--- src/rtl/id_ex_stage_pkg.sv ---
// Shared decode definitions for the ID/EX stage and the ALU: opcodes, bubble fields, operand-B select.
package id_ex_stage_pkg;

  localparam logic [6:0] OP_LW   = 7'b0000011;
  localparam logic [6:0] OP_SW   = 7'b0100011;
  localparam logic [6:0] OP_ALUI = 7'b0010011;
  localparam logic [6:0] OP_ALUR = 7'b0110011;

  typedef enum logic [1:0] {
    BSEL_RS2,
    BSEL_IMM_I,
    BSEL_IMM_S
  } bsel_e;

  typedef struct packed {
    logic [6:0] op;
    logic [2:0] funct3;
    logic [6:0] funct7;
    logic [4:0] rd;
    logic       regwrite;
    logic       valid;
  } idex_ctrl_t;

  // A bubble is an ALUopI with every field cleared, so the ALU sees a harmless no-op.
  localparam idex_ctrl_t BUBBLE_CTRL = '{
    op:       OP_ALUI,
    funct3:   3'b000,
    funct7:   7'b0000000,
    rd:       5'd0,
    regwrite: 1'b0,
    valid:    1'b0
  };

  function automatic logic op_supported(input logic [6:0] op);
    return (op == OP_LW) || (op == OP_SW) || (op == OP_ALUI) || (op == OP_ALUR);
  endfunction

endpackage

--- src/rtl/id_ex_stage_if.sv ---
// Bus between the decode/ID-EX stage (master) and the surrounding pipeline (slave).
interface id_ex_stage_if #(
  parameter int XLEN  = 32,
  parameter int CNT_W = 16
);
  logic [31:0]      IFIDinstr;
  logic             IFIDvalid;
  logic [4:0]       rs1_addr;
  logic [4:0]       rs2_addr;
  logic [XLEN-1:0]  rs1_data;
  logic [XLEN-1:0]  rs2_data;
  logic [4:0]       EXMEMrd;
  logic [4:0]       MEMWBrd;
  logic             EXMEMregwrite;
  logic             MEMWBregwrite;
  logic [XLEN-1:0]  EXMEMALUOut;
  logic [XLEN-1:0]  MEMWBvalue;
  logic             flush;
  logic             hold;
  logic [6:0]       IDEXop;
  logic [2:0]       IDEXfunct3;
  logic [6:0]       IDEXfunct7;
  logic [XLEN-1:0]  IDEXA;
  logic [XLEN-1:0]  IDEXB;
  logic [XLEN-1:0]  IDEXstore;
  logic [4:0]       IDEXrd;
  logic             IDEXregwrite;
  logic             IDEXvalid;
  logic             IDEXillegal;
  logic             IFIDstall;
  logic [CNT_W-1:0] stall_count;

  modport master (
    input  IFIDinstr, IFIDvalid, rs1_data, rs2_data,
    input  EXMEMrd, MEMWBrd, EXMEMregwrite, MEMWBregwrite, EXMEMALUOut, MEMWBvalue,
    input  flush, hold,
    output rs1_addr, rs2_addr,
    output IDEXop, IDEXfunct3, IDEXfunct7, IDEXA, IDEXB, IDEXstore,
    output IDEXrd, IDEXregwrite, IDEXvalid, IDEXillegal, IFIDstall, stall_count
  );

  modport slave (
    output IFIDinstr, IFIDvalid, rs1_data, rs2_data,
    output EXMEMrd, MEMWBrd, EXMEMregwrite, MEMWBregwrite, EXMEMALUOut, MEMWBvalue,
    output flush, hold,
    input  rs1_addr, rs2_addr,
    input  IDEXop, IDEXfunct3, IDEXfunct7, IDEXA, IDEXB, IDEXstore,
    input  IDEXrd, IDEXregwrite, IDEXvalid, IDEXillegal, IFIDstall, stall_count
  );
endinterface

--- src/rtl/id_ex_stage_imm_gen.sv ---
// imm_gen: combinational I/S immediate extraction with sign extension, plus the operand-B source.
module id_ex_stage_imm_gen
  import id_ex_stage_pkg::*;
#(
  parameter int XLEN = 32
) (
  input  logic [31:0]     instr,
  output logic [XLEN-1:0] imm,
  output bsel_e           bsel
);

  logic [6:0] op;
  logic       unused_bits;

  assign op          = instr[6:0];
  assign unused_bits = ^instr[19:12];

  always_comb begin
    bsel = BSEL_IMM_I;
    if (op == OP_ALUR) begin
      bsel = BSEL_RS2;
    end else if (op == OP_SW) begin
      bsel = BSEL_IMM_S;
    end
  end

  always_comb begin
    imm = {{(XLEN-12){instr[31]}}, instr[31:20]};
    if (bsel == BSEL_IMM_S) begin
      imm = {{(XLEN-12){instr[31]}}, instr[31:25], instr[11:7]};
    end
  end

endmodule

--- src/rtl/id_ex_stage.sv ---
// Decode stage and ID/EX register: operand select, load-use bubble insertion, flush/hold.
// Define IDEX_FWD_EN to forward EX/MEM and MEM/WB results into the operands.
module id_ex_stage
  import id_ex_stage_pkg::*;
#(
  parameter int XLEN  = 32,
  parameter int CNT_W = 16
) (
  input logic            clock,
  input logic            reset,
  id_ex_stage_if.master  bus
);

  logic [6:0]       op;
  logic [4:0]       rs1;
  logic [4:0]       rs2;
  logic             uses_rs2;
  logic [XLEN-1:0]  imm;
  bsel_e            bsel;
  logic [XLEN-1:0]  rs1_val;
  logic [XLEN-1:0]  rs2_val;
  logic             hazard;

  idex_ctrl_t       ctrl_q, ctrl_d;
  logic [XLEN-1:0]  a_q, a_d;
  logic [XLEN-1:0]  b_q, b_d;
  logic [XLEN-1:0]  store_q, store_d;
  logic             illegal_q, illegal_d;
  logic [CNT_W-1:0] stall_cnt_q, stall_cnt_d;

  function automatic logic [CNT_W-1:0] sat_inc(input logic [CNT_W-1:0] v);
    return (&v) ? v : v + {{(CNT_W-1){1'b0}}, 1'b1};
  endfunction

  assign op           = bus.IFIDinstr[6:0];
  assign rs1          = bus.IFIDinstr[19:15];
  assign rs2          = bus.IFIDinstr[24:20];
  assign bus.rs1_addr = rs1;
  assign bus.rs2_addr = rs2;
  assign uses_rs2     = (op == OP_ALUR) || (op == OP_SW);

  id_ex_stage_imm_gen #(.XLEN(XLEN)) u_imm_gen (
    .instr (bus.IFIDinstr),
    .imm   (imm),
    .bsel  (bsel)
  );

`ifdef IDEX_FWD_EN
  // The younger result (EX/MEM) wins over MEM/WB when both target the same register.
  always_comb begin
    rs1_val = bus.rs1_data;
    if (bus.EXMEMregwrite && (bus.EXMEMrd != 5'd0) && (bus.EXMEMrd == rs1)) begin
      rs1_val = bus.EXMEMALUOut;
    end else if (bus.MEMWBregwrite && (bus.MEMWBrd != 5'd0) && (bus.MEMWBrd == rs1)) begin
      rs1_val = bus.MEMWBvalue;
    end
  end

  always_comb begin
    rs2_val = bus.rs2_data;
    if (bus.EXMEMregwrite && (bus.EXMEMrd != 5'd0) && (bus.EXMEMrd == rs2)) begin
      rs2_val = bus.EXMEMALUOut;
    end else if (bus.MEMWBregwrite && (bus.MEMWBrd != 5'd0) && (bus.MEMWBrd == rs2)) begin
      rs2_val = bus.MEMWBvalue;
    end
  end
`else
  logic unused_fwd;
  assign unused_fwd = ^{bus.EXMEMrd, bus.MEMWBrd, bus.EXMEMregwrite, bus.MEMWBregwrite,
                        bus.EXMEMALUOut, bus.MEMWBvalue};
  assign rs1_val    = bus.rs1_data;
  assign rs2_val    = bus.rs2_data;
`endif

  // rs2 only counts as a source for the formats that actually read it; I-type bits 24:20 are immediate.
  assign hazard = ctrl_q.valid && (ctrl_q.op == OP_LW) && (ctrl_q.rd != 5'd0) && bus.IFIDvalid &&
                  ((ctrl_q.rd == rs1) || (uses_rs2 && (ctrl_q.rd == rs2)));

  assign bus.IFIDstall = !reset && !bus.flush && (bus.hold || hazard);

  always_comb begin
    ctrl_d      = ctrl_q;
    a_d         = a_q;
    b_d         = b_q;
    store_d     = store_q;
    illegal_d   = 1'b0;
    stall_cnt_d = stall_cnt_q;
    if (bus.flush) begin
      ctrl_d  = BUBBLE_CTRL;
      a_d     = '0;
      b_d     = '0;
      store_d = '0;
    end else if (bus.hold) begin
      ctrl_d = ctrl_q;
    end else if (hazard) begin
      ctrl_d      = BUBBLE_CTRL;
      a_d         = '0;
      b_d         = '0;
      store_d     = '0;
      stall_cnt_d = sat_inc(stall_cnt_q);
    end else if (!bus.IFIDvalid || !op_supported(op)) begin
      ctrl_d    = BUBBLE_CTRL;
      a_d       = '0;
      b_d       = '0;
      store_d   = '0;
      illegal_d = bus.IFIDvalid;
    end else begin
      ctrl_d.op       = op;
      ctrl_d.funct3   = bus.IFIDinstr[14:12];
      ctrl_d.funct7   = ((op == OP_ALUR) || (op == OP_ALUI)) ? bus.IFIDinstr[31:25] : 7'd0;
      ctrl_d.rd       = (op == OP_SW) ? 5'd0 : bus.IFIDinstr[11:7];
      ctrl_d.regwrite = (op != OP_SW);
      ctrl_d.valid    = 1'b1;
      a_d             = rs1_val;
      b_d             = (bsel == BSEL_RS2) ? rs2_val : imm;
      store_d         = (op == OP_SW) ? rs2_val : '0;
    end
  end

  // ID/EX register boundary
  always_ff @(posedge clock) begin
    if (reset) begin
      ctrl_q      <= '0;
      a_q         <= '0;
      b_q         <= '0;
      store_q     <= '0;
      illegal_q   <= 1'b0;
      stall_cnt_q <= '0;
    end else begin
      ctrl_q      <= ctrl_d;
      a_q         <= a_d;
      b_q         <= b_d;
      store_q     <= store_d;
      illegal_q   <= illegal_d;
      stall_cnt_q <= stall_cnt_d;
    end
  end

  assign bus.IDEXop       = ctrl_q.op;
  assign bus.IDEXfunct3   = ctrl_q.funct3;
  assign bus.IDEXfunct7   = ctrl_q.funct7;
  assign bus.IDEXrd       = ctrl_q.rd;
  assign bus.IDEXregwrite = ctrl_q.regwrite;
  assign bus.IDEXvalid    = ctrl_q.valid;
  assign bus.IDEXA        = a_q;
  assign bus.IDEXB        = b_q;
  assign bus.IDEXstore    = store_q;
  assign bus.IDEXillegal  = illegal_q;
  assign bus.stall_count  = stall_cnt_q;

endmodule

--- src/flat_wrapper.sv ---
// flat-port wrapper written by rule: the top's interface ports become plain ports
module id_ex_stage_flat import id_ex_stage_pkg::*;
#(
  parameter int XLEN  = 32,
  parameter int CNT_W = 16
)
  (clock, reset, bus_IFIDinstr, bus_IFIDvalid, bus_rs1_data, bus_rs2_data, bus_EXMEMrd, bus_MEMWBrd, bus_EXMEMregwrite, bus_MEMWBregwrite, bus_EXMEMALUOut, bus_MEMWBvalue, bus_flush, bus_hold, bus_rs1_addr, bus_rs2_addr, bus_IDEXop, bus_IDEXfunct3, bus_IDEXfunct7, bus_IDEXA, bus_IDEXB, bus_IDEXstore, bus_IDEXrd, bus_IDEXregwrite, bus_IDEXvalid, bus_IDEXillegal, bus_IFIDstall, bus_stall_count);
  id_ex_stage_if #(.XLEN(XLEN), .CNT_W(CNT_W)) bus_i ();
  input logic clock;
  input logic reset;
  input wire logic [$bits(bus_i.IFIDinstr)-1:0] bus_IFIDinstr;
  input wire logic [$bits(bus_i.IFIDvalid)-1:0] bus_IFIDvalid;
  input wire logic [$bits(bus_i.rs1_data)-1:0] bus_rs1_data;
  input wire logic [$bits(bus_i.rs2_data)-1:0] bus_rs2_data;
  input wire logic [$bits(bus_i.EXMEMrd)-1:0] bus_EXMEMrd;
  input wire logic [$bits(bus_i.MEMWBrd)-1:0] bus_MEMWBrd;
  input wire logic [$bits(bus_i.EXMEMregwrite)-1:0] bus_EXMEMregwrite;
  input wire logic [$bits(bus_i.MEMWBregwrite)-1:0] bus_MEMWBregwrite;
  input wire logic [$bits(bus_i.EXMEMALUOut)-1:0] bus_EXMEMALUOut;
  input wire logic [$bits(bus_i.MEMWBvalue)-1:0] bus_MEMWBvalue;
  input wire logic [$bits(bus_i.flush)-1:0] bus_flush;
  input wire logic [$bits(bus_i.hold)-1:0] bus_hold;
  output wire logic [$bits(bus_i.rs1_addr)-1:0] bus_rs1_addr;
  output wire logic [$bits(bus_i.rs2_addr)-1:0] bus_rs2_addr;
  output wire logic [$bits(bus_i.IDEXop)-1:0] bus_IDEXop;
  output wire logic [$bits(bus_i.IDEXfunct3)-1:0] bus_IDEXfunct3;
  output wire logic [$bits(bus_i.IDEXfunct7)-1:0] bus_IDEXfunct7;
  output wire logic [$bits(bus_i.IDEXA)-1:0] bus_IDEXA;
  output wire logic [$bits(bus_i.IDEXB)-1:0] bus_IDEXB;
  output wire logic [$bits(bus_i.IDEXstore)-1:0] bus_IDEXstore;
  output wire logic [$bits(bus_i.IDEXrd)-1:0] bus_IDEXrd;
  output wire logic [$bits(bus_i.IDEXregwrite)-1:0] bus_IDEXregwrite;
  output wire logic [$bits(bus_i.IDEXvalid)-1:0] bus_IDEXvalid;
  output wire logic [$bits(bus_i.IDEXillegal)-1:0] bus_IDEXillegal;
  output wire logic [$bits(bus_i.IFIDstall)-1:0] bus_IFIDstall;
  output wire logic [$bits(bus_i.stall_count)-1:0] bus_stall_count;
  assign bus_i.IFIDinstr = bus_IFIDinstr;
  assign bus_i.IFIDvalid = bus_IFIDvalid;
  assign bus_i.rs1_data = bus_rs1_data;
  assign bus_i.rs2_data = bus_rs2_data;
  assign bus_i.EXMEMrd = bus_EXMEMrd;
  assign bus_i.MEMWBrd = bus_MEMWBrd;
  assign bus_i.EXMEMregwrite = bus_EXMEMregwrite;
  assign bus_i.MEMWBregwrite = bus_MEMWBregwrite;
  assign bus_i.EXMEMALUOut = bus_EXMEMALUOut;
  assign bus_i.MEMWBvalue = bus_MEMWBvalue;
  assign bus_i.flush = bus_flush;
  assign bus_i.hold = bus_hold;
  assign bus_rs1_addr = bus_i.rs1_addr;
  assign bus_rs2_addr = bus_i.rs2_addr;
  assign bus_IDEXop = bus_i.IDEXop;
  assign bus_IDEXfunct3 = bus_i.IDEXfunct3;
  assign bus_IDEXfunct7 = bus_i.IDEXfunct7;
  assign bus_IDEXA = bus_i.IDEXA;
  assign bus_IDEXB = bus_i.IDEXB;
  assign bus_IDEXstore = bus_i.IDEXstore;
  assign bus_IDEXrd = bus_i.IDEXrd;
  assign bus_IDEXregwrite = bus_i.IDEXregwrite;
  assign bus_IDEXvalid = bus_i.IDEXvalid;
  assign bus_IDEXillegal = bus_i.IDEXillegal;
  assign bus_IFIDstall = bus_i.IFIDstall;
  assign bus_stall_count = bus_i.stall_count;
  id_ex_stage #(.XLEN(XLEN), .CNT_W(CNT_W)) u_core (.clock(clock), .reset(reset), .bus(bus_i));
endmodule
--- config.mk ---
export PLATFORM = sky130hd
export DESIGN_NAME = id_ex_stage_flat
export DESIGN_NICKNAME = d
export VERILOG_FILES = /design/src/rtl/id_ex_stage_pkg.sv /design/src/rtl/id_ex_stage_if.sv /design/src/rtl/id_ex_stage_imm_gen.sv /design/src/rtl/id_ex_stage.sv /design/src/flat_wrapper.sv
export SDC_FILE = /design/constraint.sdc
export NUM_CORES = 1
export LEC_CHECK = 0
export ABC_CLOCK_PERIOD_IN_PS = 3800
export CAP_MARGIN = 20
export CORE_AREA = 4 4 123 125
export CTS_CLUSTER_DIAMETER = 200
export DETAILED_ROUTE_END_ITERATION = 10
export DIE_AREA = 0 0 127 129
export GPL_TIMING_DRIVEN = 1
export HOLD_SLACK_MARGIN = 0.06
export PLACE_DENSITY_LB_ADDON = 0.25
export SYNTH_ARGS = -nofsm -noshare
export SYNTH_HDL_FRONTEND = slang
export SYNTH_SLANG_ARGS = --single-unit
--- constraint.sdc ---
create_clock -name clock -period 3.8 [get_ports clock]
set_input_delay 0.57 -clock clock [delete_from_list [all_inputs] [get_ports clock]]
set_output_delay 0.57 -clock clock [all_outputs]
set_load 0.02 [all_outputs]
==> After elaboration in Yosys (flattened, before gate mapping) <==
Index checks and enable logic that the tools add are counted.
Widths: inputs -> output; s select.
{ "word_totals": {"register_bits": 137, "latch_bits": 0, "ramBits": 0, "romBits": 0, "input_bits": 177, "out_inout_bits": 148, "elab_cells": 69, "mem_count": 0} }
{ "classes": {"addsub": 1, "multipliers": 0, "div_mod_pow": 0, "order_cmp": 0, "n_eq_ne": 10, "n_shift": 0, "n_mux": 17, "bitwise": 4, "n_reduce_logical": 25} }
{ "op_table": {"columns": ["operator", "count"], "rows": [
  ["$mux 32", 8],
  ["$mux 24", 2],
  ["$mux 22", 2],
  ["$add 16x1->16 const B", 1],
  ["$reduce_and 16->1", 1],
  ["$eq 7x2->1 const B", 2],
  ["$eq 7x6->1 const B", 2],
  ["$eq 5x5->1", 2],
  ["$mux 5", 2],
  ["$logic_or 1x1->1", 8],
  ["$eq 7x5->1 const B", 1],
  ["$logic_and 1x1->1", 7],
  ["$mux 7", 1],
  ["$ne 7x6->1 const B", 1],
  ["$reduce_bool 5->1", 1],
  ["$reduce_or 5->1", 1],
  ["$logic_not 1->1", 4],
  ["$mux 2", 2],
  ["$not 1->1", 4],
  ["$reduce_and 4->1", 1],
  ["$eq 2x2->1 const B", 1],
  ["$logic_not 2->1", 1],
  ["$ne 2x2->1 const B", 1],
  ["$reduce_or 2->1", 1]
]} }

==> Logic depth before layout (Yosys ltp) <==
Gate-level depths: netlist of the first run.
{ "depth": {"ltp_word": 10, "mapped_depth": 9, "mapped_depth_nobuf": 7} }

==> Cells and area by module <==
A second synthesis of the first run with hierarchy kept.
{ "hier_totals": {"cells_unflattened": 526, "hier_area_um2": 5402.7} }
{ "modules_own_cells": {"columns": ["mod", "instances", "cells_per_inst", "area_per_inst_um2", "seq_area_each_um2"], "rows": [
  ["id_ex_stage", 1, 489, 5098.6, 2742.6],
  ["id_ex_stage_imm_gen", 1, 37, 304.0, 0.0]
]} }

==> Worst setup path before layout of the first run <==
Ideal clock, no wire load.
{ "synth_path": {"path_type": "input-to-output", "from": "in bus_IFIDinstr[2]", "to": "out bus_IFIDstall", "arrival_ps": 2326, "required_ps": 3230, "path_slack_ps": 904, "path_stages": 5, "cell_sequence": "and4bb_2 nand2_1 or4_4 a211o_4 a211oi_1"} }
{ "synth_between": {"elab_chain_len": 7} }
{ "synth_lines": {"columns": ["item", "line_no", "rtl"], "rows": [
  ["start: declaration", "flat_wrapper.sv:11", "input wire logic [$bits(bus_i.IFIDinstr)-1:0] bus_IFIDinstr;"],
  ["$eq 7x6->1", "id_ex_stage.sv:40", "assign uses_rs2 = (op == OP_ALUR) || (op == OP_SW);"],
  ["$logic_or 1x1->1 (*)", "id_ex_stage.sv:40", null],
  ["$logic_and 1x1->1 (*)", "id_ex_stage.sv:77", "((ctrl_q.rd == rs1) || (uses_rs2 && (ctrl_q.rd == rs2)));"],
  ["$logic_or 1x1->1 (*)", "id_ex_stage.sv:77", null],
  ["$logic_and 1x1->1 (*)", "id_ex_stage.sv:76", "assign hazard = ctrl_q.valid && (ctrl_q.op == OP_LW) && (ctrl_q.rd != 5'd0) && bus.IFIDvalid &&"],
  ["$logic_or 1x1->1 (*)", "id_ex_stage.sv:79", "assign bus.IFIDstall = !reset && !bus.flush && (bus.hold || hazard);"],
  ["$logic_and 1x1->1 (*)", "id_ex_stage.sv:79", null],
  ["end: declaration", "flat_wrapper.sv:35", "output wire logic [$bits(bus_i.IFIDstall)-1:0] bus_IFIDstall;"]
]} }
Every way passes the cells marked *; elsewhere a longest branch is shown, timed or not.

==> Final worst setup path of the first run <==
{ "layout_path": {"from": "in bus_IFIDinstr[23]", "to": "out bus_IFIDstall"} }
{ "layout_between": {"elab_chain_len": 6} }
{ "layout_lines": {"columns": ["item", "line_no"], "rows": [
  ["$eq 5x5->1", "id_ex_stage.sv:77"],
  ["$logic_and 1x1->1", "id_ex_stage.sv:77"],
  ["$logic_or 1x1->1", "id_ex_stage.sv:77"],
  ["$logic_and 1x1->1", "id_ex_stage.sv:76"],
  ["$logic_or 1x1->1", "id_ex_stage.sv:79"],
  ["$logic_and 1x1->1", "id_ex_stage.sv:79"]
]} }
Every way passes these cells.

==> results.json, run 1 <==
{
  "status": "completed",
  "slew_viol_final": 0,
  "port_buffers": 248,
  "cts_made_buffers": 17,
  "cts-root-buf": "clkbuf_16",
  "hold_viol_final": 0,
  "timing.fmax_mhz": 306,
  "p_leak_nw": 3.00,
  "min_period_over_period_pct": 86.1,
  "yosys_register_bits": 137,
  "switchingPower_w": 0.000724,
  "final_util_pct": 59.7,
  "max_cap_violations": 0,
  "min_from": "u_core.bus.IDEXB[3]$_SDFFE_PN0N_",
  "swShare_pct": 21.2,
  "synth_compound_area_share_pct": 23.9,
  "whs_path_depth": 2,
  "relSlewSlack_pct": 41.8,
  "final_nets": 915,
  "n_antenna_cell": 0,
  "r2r_cells": 8,
  "cts_hold_buf": 0,
  "reg2reg_from": "u_core.bus.IDEXrd[1]$_SDFFE_PN0N_",
  "multi_input_area_um2": 2080,
  "coreArea_um2": 13900,
  "synthMuxAreaShare_pct": 2.60,
  "finalCriticalPeriod_ns": 3.27,
  "first_pass_iters": 4,
  "crit_arrival_ns": 2.70,
  "grt_antenna_before_repair": 0,
  "grt_max_degree": 87,
  "setup-violations-final": 0,
  "place_ws_ns": 0.115,
  "sequential_cell_area_um2": 2740,
  "die_w_um": 127,
  "yosys_warnings": 0,
  "syn_to_final_growth_pct": 63.6,
  "crit_slowest_cell": "clkdlybuf4s50_1",
  "cp_top_family": "buffers and inverters",
  "place_area_um2": 7640,
  "worstHoldPathType": "reg -> reg",
  "gp_congestion": 0.774,
  "rsz0062_at_grt": "no",
  "rows": 43,
  "path_cells": "clkdlybuf4s50_1 -> xnor2_1 -> nand3_1 -> or4_4 -> a211o_4 -> a211oi_1 -> dlymetal6s2s_1",
  "hold-path-endpoint": "u_core.bus.IDEXB[3]$_SDFFE_PN0N_",
  "worstMarginPinSlew_ns": 0.873,
  "die_h_um": 129,
  "clock_sinks": 137,
  "grt_usage_pct": 19.8,
  "synth_top_family_by_area": "compound AO/OA/AOI/OAI gates",
  "final_common_cell": "clkdlybuf4s50_1",
  "synth_area_leaders": "dfxtp_1, a22o_1, o21ai_0",
  "mappedNetlistNets": 683,
  "clock_power_share_pct": 51.5,
  "netlist.area_leader.share_pct": 54.2,
  "dpl.hpwl_um": 11900,
  "routed_wl_um": 16200,
  "num_vias": 4817,
  "die_area_um2": 16400,
  "finalSetupTns_ns": 0,
  "worstSetupEndpointType": "output pin",
  "power_w": 0.00341,
  "cts_tree": "done",
  "synthFlopType": "dfxtp_1",
  "cp.required_ns": 3.23,
  "insertion_delay_ns": 0.41,
  "start_util_pct": 36.5,
  "ant_nets": 0,
  "cts_buffer_depth": 2,
  "layout.cells.most_common_list": "clkdlybuf4s50_1, dfxtp_1, a22o_1",
  "synth.avg_cell_area_um2": 10.0,
  "seq_area_frac_synth_pct": 54.2,
  "path_class": "in -> out",
  "io_pins": 325,
  "drive_gt1_share_pct": 7.07,
  "synth_area_leader_cell": "dfxtp_1",
  "htreeDepth": 4,
  "share_comb_of_total_power_pct": 6.2,
  "finClkSkew_ns": 0.00636,
  "initialDrtViolationCount": 268,
  "yosysUniqueCellTypes": 43,
  "synth_cells": 505,
  "p_seq_share_pct": 42.3,
  "peakVddDrop_uv": 288,
  "grt_pass1_vias": 5019,
  "synth_area_um2": 5060,
  "drc": 0,
  "gr-total-overflow": 0,
  "via_per_inst": 5.18,
  "powerDensity_nw_per_um2": 412,
  "clk_pin_slew_ns": 0.06,
  "reg2reg_setup_slack_ns": 1.23,
  "grt_pass1_wl_um": 25800,
  "async_flop_share_pct": 0,
  "setup.worst_path.start_class": "input pin",
  "synth_xor_area_share_pct": 1.90,
  "p_int_w": 0.00269,
  "max_stage_delay_ns": 0.53,
  "reg2reg_to": "u_core.bus.IDEXB[10]$_SDFFE_PN0N_",
  "avgRoutedWirePerCell_um": 17.5,
  "yosys.area_share.simple_pct": 12.1,
  "worst_slack_ns": 0.527,
  "fin_area_um2": 8280,
  "synth_edf_count": 0,
  "path_buf_inv": 2,
  "crit_fanout": 3,
  "synthAdderAreaFrac_pct": 0.247,
  "fillers": 1189
}
==> cell type report <==
cell class,instances,share of cell area (%)
clock buffers,18,5.30
well taps,180,2.72
inverters,3,0.136
flip-flops and latches,137,33.1
multi-input cells,317,25.2
clock inverters,14,2.39
repair buffers,261,31.2
==> worst max path at each step <==
stage / start / end / slack, ns / cells past startpoint
detailed placement: bus_IFIDinstr[21] / bus_IFIDstall / 0.11 / 7
CTS: bus_IFIDinstr[21] / bus_IFIDstall / 0.09 / 7
global route: bus_IFIDinstr[23] / bus_IFIDstall / 0.37 / 7
finish: bus_IFIDinstr[23] / bus_IFIDstall / 0.53 / 7
global placement: bus_IFIDinstr[21] / bus_IFIDstall / 0.12 / 7
floorplan: bus_IFIDinstr[2] / bus_IFIDstall / 0.90 / 5
==> worst min-delay path, delay by kind of cell (launching register included) <==
| family | cells | cell delay (ns) |
|---|---|---|
| flip-flops | 1 | 0.32 |
| AO/OA/AOI/OAI | 1 | 0.05 |
| AND/OR/NAND/NOR | 1 | 0.04 |
==> sequential cells by signal, indices dropped and copies added, names as in the netlist <==
name	flops
u_core.bus.IDEXA	32
u_core.bus.IDEXB	32
u_core.bus.IDEXfunct3	3
u_core.bus.IDEXfunct7	7
u_core.bus.IDEXillegal	1
u_core.bus.IDEXop	7
u_core.bus.IDEXrd	5
u_core.bus.IDEXregwrite	1
u_core.bus.IDEXstore	32
u_core.bus.IDEXvalid	1
u_core.bus.stall_count	16
==> cell usage after synthesis, drive strengths merged, types with 2 or more instances <==
| master | instances |
|---|---|
| clkbuf | 34 |
| nor4b | 2 |
| a21oi | 39 |
| inv | 3 |
| a22o | 69 |
| o21ai | 45 |
| nor2 | 18 |
| dfxtp | 137 |
| xor2 | 5 |
| nor2b | 3 |
| buf | 14 |
| nand4 | 3 |
| and3 | 3 |
| xnor2 | 6 |
| mux2i | 12 |
| and2 | 5 |
| or4 | 3 |
| nor3 | 4 |
| a211oi | 2 |
| nand2b | 2 |
| and4 | 2 |
| a32o | 12 |
| nand2 | 44 |
| nand3 | 12 |
| or3 | 13 |
==> routing by layer <==
layer | up-vias | global-route usage, % | wire (µm)
met2 | 214 | 33.2 | 7910
li1 | 2309 | - | -
met3 | 38 | 7.60 | 1390
met4 | 0 | 10.2 | 544
met1 | 2256 | 22.0 | 6390
met5 | - | 0 | 0
==> cells by family (layout without fill, tap and decap cells) <==
kind of cell / count (synthesis) / count (layout)
AOI/OAI and AO/OA: 172 / 172
xor gates and xnor gates: 11 / 11
adders and majority gates: 1 / 1
DFF: 137 / 137
buffers and inverters: 51 / 296
muxes: 13 / 13
and+or+nand+nor: 120 / 120
==> power groups by stage <==
| stage | logic, W | clock network [W] | registers (W) |
|---|---|---|---|
| after floorplan | 0.0000635 | 0 | 0.00148 |
| after global placement | 0.000210 | 0 | 0.00147 |
| after detailed placement | 0.000212 | 0 | 0.00147 |
| after CTS | 0.000213 | 0.00179 | 0.00144 |
| after global routing | 0.000226 | 0.00186 | 0.00144 |
| final | 0.000212 | 0.00175 | 0.00144 |
==> per-stage QoR <==
| step | instances | hold WS, ns |
|---|---|---|
| after floorplan | 505 | 0.529 |
| after global routing | 930 | 0.484 |
| final | 930 | 0.452 |
| after detailed placement | 898 | 0.441 |
| after CTS | 930 | 0.454 |
| after global placement | 898 | 0.435 |
==> what timing repair did <==
item / 4_1_cts / 5_1_grt
endpoints found under the setup margin: 0 / 1
gates resized for setup: 0 / 1
setup buffers: 0 / 0
Note: power is estimated with default switching activity, not from simulation.
==> run 2, diff against run 1 <==
- ABC_CLOCK_PERIOD_IN_PS: 3800 -> 2650
- CORE_AREA: 4 4 123 125 -> unset
- CORE_MARGIN: unset -> 4
- CORE_UTILIZATION: unset -> 33
- DIE_AREA: 0 0 127 129 -> unset
- clock period: 3.8 -> 2.65 ns (I/O delays scaled with it)
==> run 2 against run 1 <==
Highest routed layer unchanged. Clock power is 36% higher. Core utilization is 3.7 points lower. Sequential share of layout area is 0.62 points lower. Sequential power is 44% higher. Critical path type unchanged. Setup slack worse by 0.44 ns. Combinational power is 49% higher. Routed wire length is 4.5% higher. Register-to-register slack worse by 0.91 ns.
==> results.json, run 2 (same netlist as run 1, synthesis figures left out) <==
{
  "cp.required_ns": 2.25,
  "dp.cells": 924,
  "grt_max_degree": 60,
  "finClkSkew_ns": 0.0178,
  "grt_pass1_wl_um": 27000,
  "syn_to_final_growth_pct": 66.8,
  "worstMarginPinSlew_ns": 0.566,
  "swShare_pct": 21.4,
  "max_cap_violations": 0,
  "final_util_pct": 56.0,
  "crit_slowest_cell": "or4_4",
  "io_pins": 325,
  "p_seq_share_pct": 43.4,
  "layout.cells.most_common_list": "clkdlybuf4s50_1, dfxtp_1, a22o_1",
  "grt_antenna_before_repair": 0,
  "clock_power_share_pct": 49.9,
  "crit_fanout": 3,
  "cts_hold_buf": 0,
  "path_buf_inv": 2,
  "path_class": "in -> out",
  "rsz0062_at_grt": "yes",
  "port_buffers": 248,
  "die_h_um": 132,
  "path_cells": "dlygate4sd2_1 -> nor2b_2 -> nand2_2 -> or4_4 -> a211o_4 -> a211oi_2 -> buf_4",
  "gr-total-overflow": 0,
  "crit_arrival_ns": 2.17,
  "place_area_um2": 7840,
  "gp_congestion": 0.848,
  "worst_slack_ns": 0.0852,
  "coreArea_um2": 15100,
  "ant_nets": 0,
  "avgRoutedWirePerCell_um": 17.7,
  "final_cells": 956,
  "power_w": 0.00476,
  "peakVddDrop_uv": 363,
  "htreeDepth": 4,
  "num_vias": 4869,
  "place_ws_ns": -0.721,
  "powerDensity_nw_per_um2": 564,
  "die_w_um": 132,
  "via_per_inst": 5.09,
  "cts-root-buf": "clkbuf_16",
  "switchingPower_w": 0.00102,
  "hold_viol_final": 0,
  "drc": 0,
  "final_common_cell": "clkdlybuf4s50_1",
  "max_stage_delay_ns": 0.51,
  "clock_sinks": 137,
  "grt_usage_pct": 19.3,
  "routed_wl_um": 17000,
  "slew_viol_final": 0,
  "timing.fmax_mhz": 390,
  "fillers": 1328,
  "worstSetupEndpointType": "output pin",
  "worstHoldPathType": "in -> reg",
  "setup-violations-final": 0,
  "cp_top_family": "simple AND/OR/NAND/NOR gates",
  "grt_pass1_vias": 5049,
  "clk_pin_slew_ns": 0.06,
  "final_nets": 933,
  "first_pass_iters": 6,
  "finalCriticalPeriod_ns": 2.56,
  "relSlewSlack_pct": 62.3,
  "fin_area_um2": 8440,
  "n_antenna_cell": 0,
  "setup.worst_path.start_class": "input pin",
  "insertion_delay_ns": 0.42,
  "cts_tree": "done",
  "start_util_pct": 33.5,
  "min_period_over_period_pct": 96.8,
  "die_area_um2": 17400,
  "rows": 45,
  "p_int_w": 0.00374,
  "share_comb_of_total_power_pct": 6.6,
  "dpl.hpwl_um": 12400,
  "status": "completed",
  "initialDrtViolationCount": 237,
  "drive_gt1_share_pct": 9.77,
  "cts_buffer_depth": 2,
  "p_leak_nw": 3.10,
  "cts_made_buffers": 17
}
## run 2: worst register-to-register path, cell delays in order, from the launching register on
cell      delay [ns]
dfxtp_1         0.33
nor4b_1         0.33
nand4b_1        0.22
buf_4           0.19
a311o_1         0.28
a21o_1          0.33
or3_1           0.41
a21oi_1         0.17
## run 2: per-layer routing
| metal | vias to the layer above | GRT usage, % | routed length (µm) |
|---|---|---|---|
| met3 | 21 | 7.79 | 1260 |
| met2 | 170 | 33.2 | 8440 |
| li1 | 2351 | - | - |
| met1 | 2327 | 21.9 | 6950 |
| met4 | 0 | 6.30 | 311 |
| met5 | - | 0 | 0 |
## run 2: cell type report
| cell class | count | area, µm² | share of cell area (%) |
|---|---|---|---|
| flip-flops and latches | 137 | 2740 | 32.5 |
| multi-input cells | 317 | 2100 | 24.9 |
| inverters | 3 | 11.3 | 0.133 |
| well taps | 188 | 235 | 2.79 |
| clock inverters | 9 | 114 | 1.35 |
| clock buffers | 23 | 488 | 5.78 |
| repair buffers | 279 | 2750 | 32.6 |
## run 2: metrics by stage
step | TNS (ns) | hold WS, ns
floorplan | 0 | 0.523
global placement | -22.62 | 0.434
detailed placement | -26.89 | 0.441
CTS | 0 | 0.435
global route | -0.0258 | 0.439
finish | 0 | 0.437
## run 2: worst paths after layout
check	to	slack (ns)	startpoint	cells after the start
setup / recovery	bus_IFIDstall	0.09	bus_IFIDinstr[5]	7
hold reg to reg	u_core.bus.IDEXB[0]$_SDFFE_PN0N_	0.45	u_core.bus.IDEXB[0]$_SDFFE_PN0N_	2
hold / removal	u_core.bus.IDEXop[5]$_SDFFE_PN0N_	0.44	bus_IFIDinstr[5]	2
setup reg to reg	u_core.bus.stall_count[8]$_SDFFE_PP0P_	0.32	u_core.bus.IDEXop[4]$_SDFFE_PP0P_	7
## run 2: power groups by stage
stage | Combinational [W] | Sequential [W] | Clock (W)
floorplan | 0.0000910 | 0.00212 | 0
global placement | 0.000318 | 0.00211 | 0
detailed placement | 0.000321 | 0.00211 | 0
CTS | 0.000317 | 0.00207 | 0.00243
global route | 0.000338 | 0.00207 | 0.00254
finish | 0.000316 | 0.00207 | 0.00238
## run 2: timing repair
item                                    CTS  global route
pin swaps                                 5             0
buffers inserted                          0             0
endpoints found under the setup margin    1             1
cloned                                    0             0
endpoints found under the hold margin     0             0
gates resized for setup                  20             4
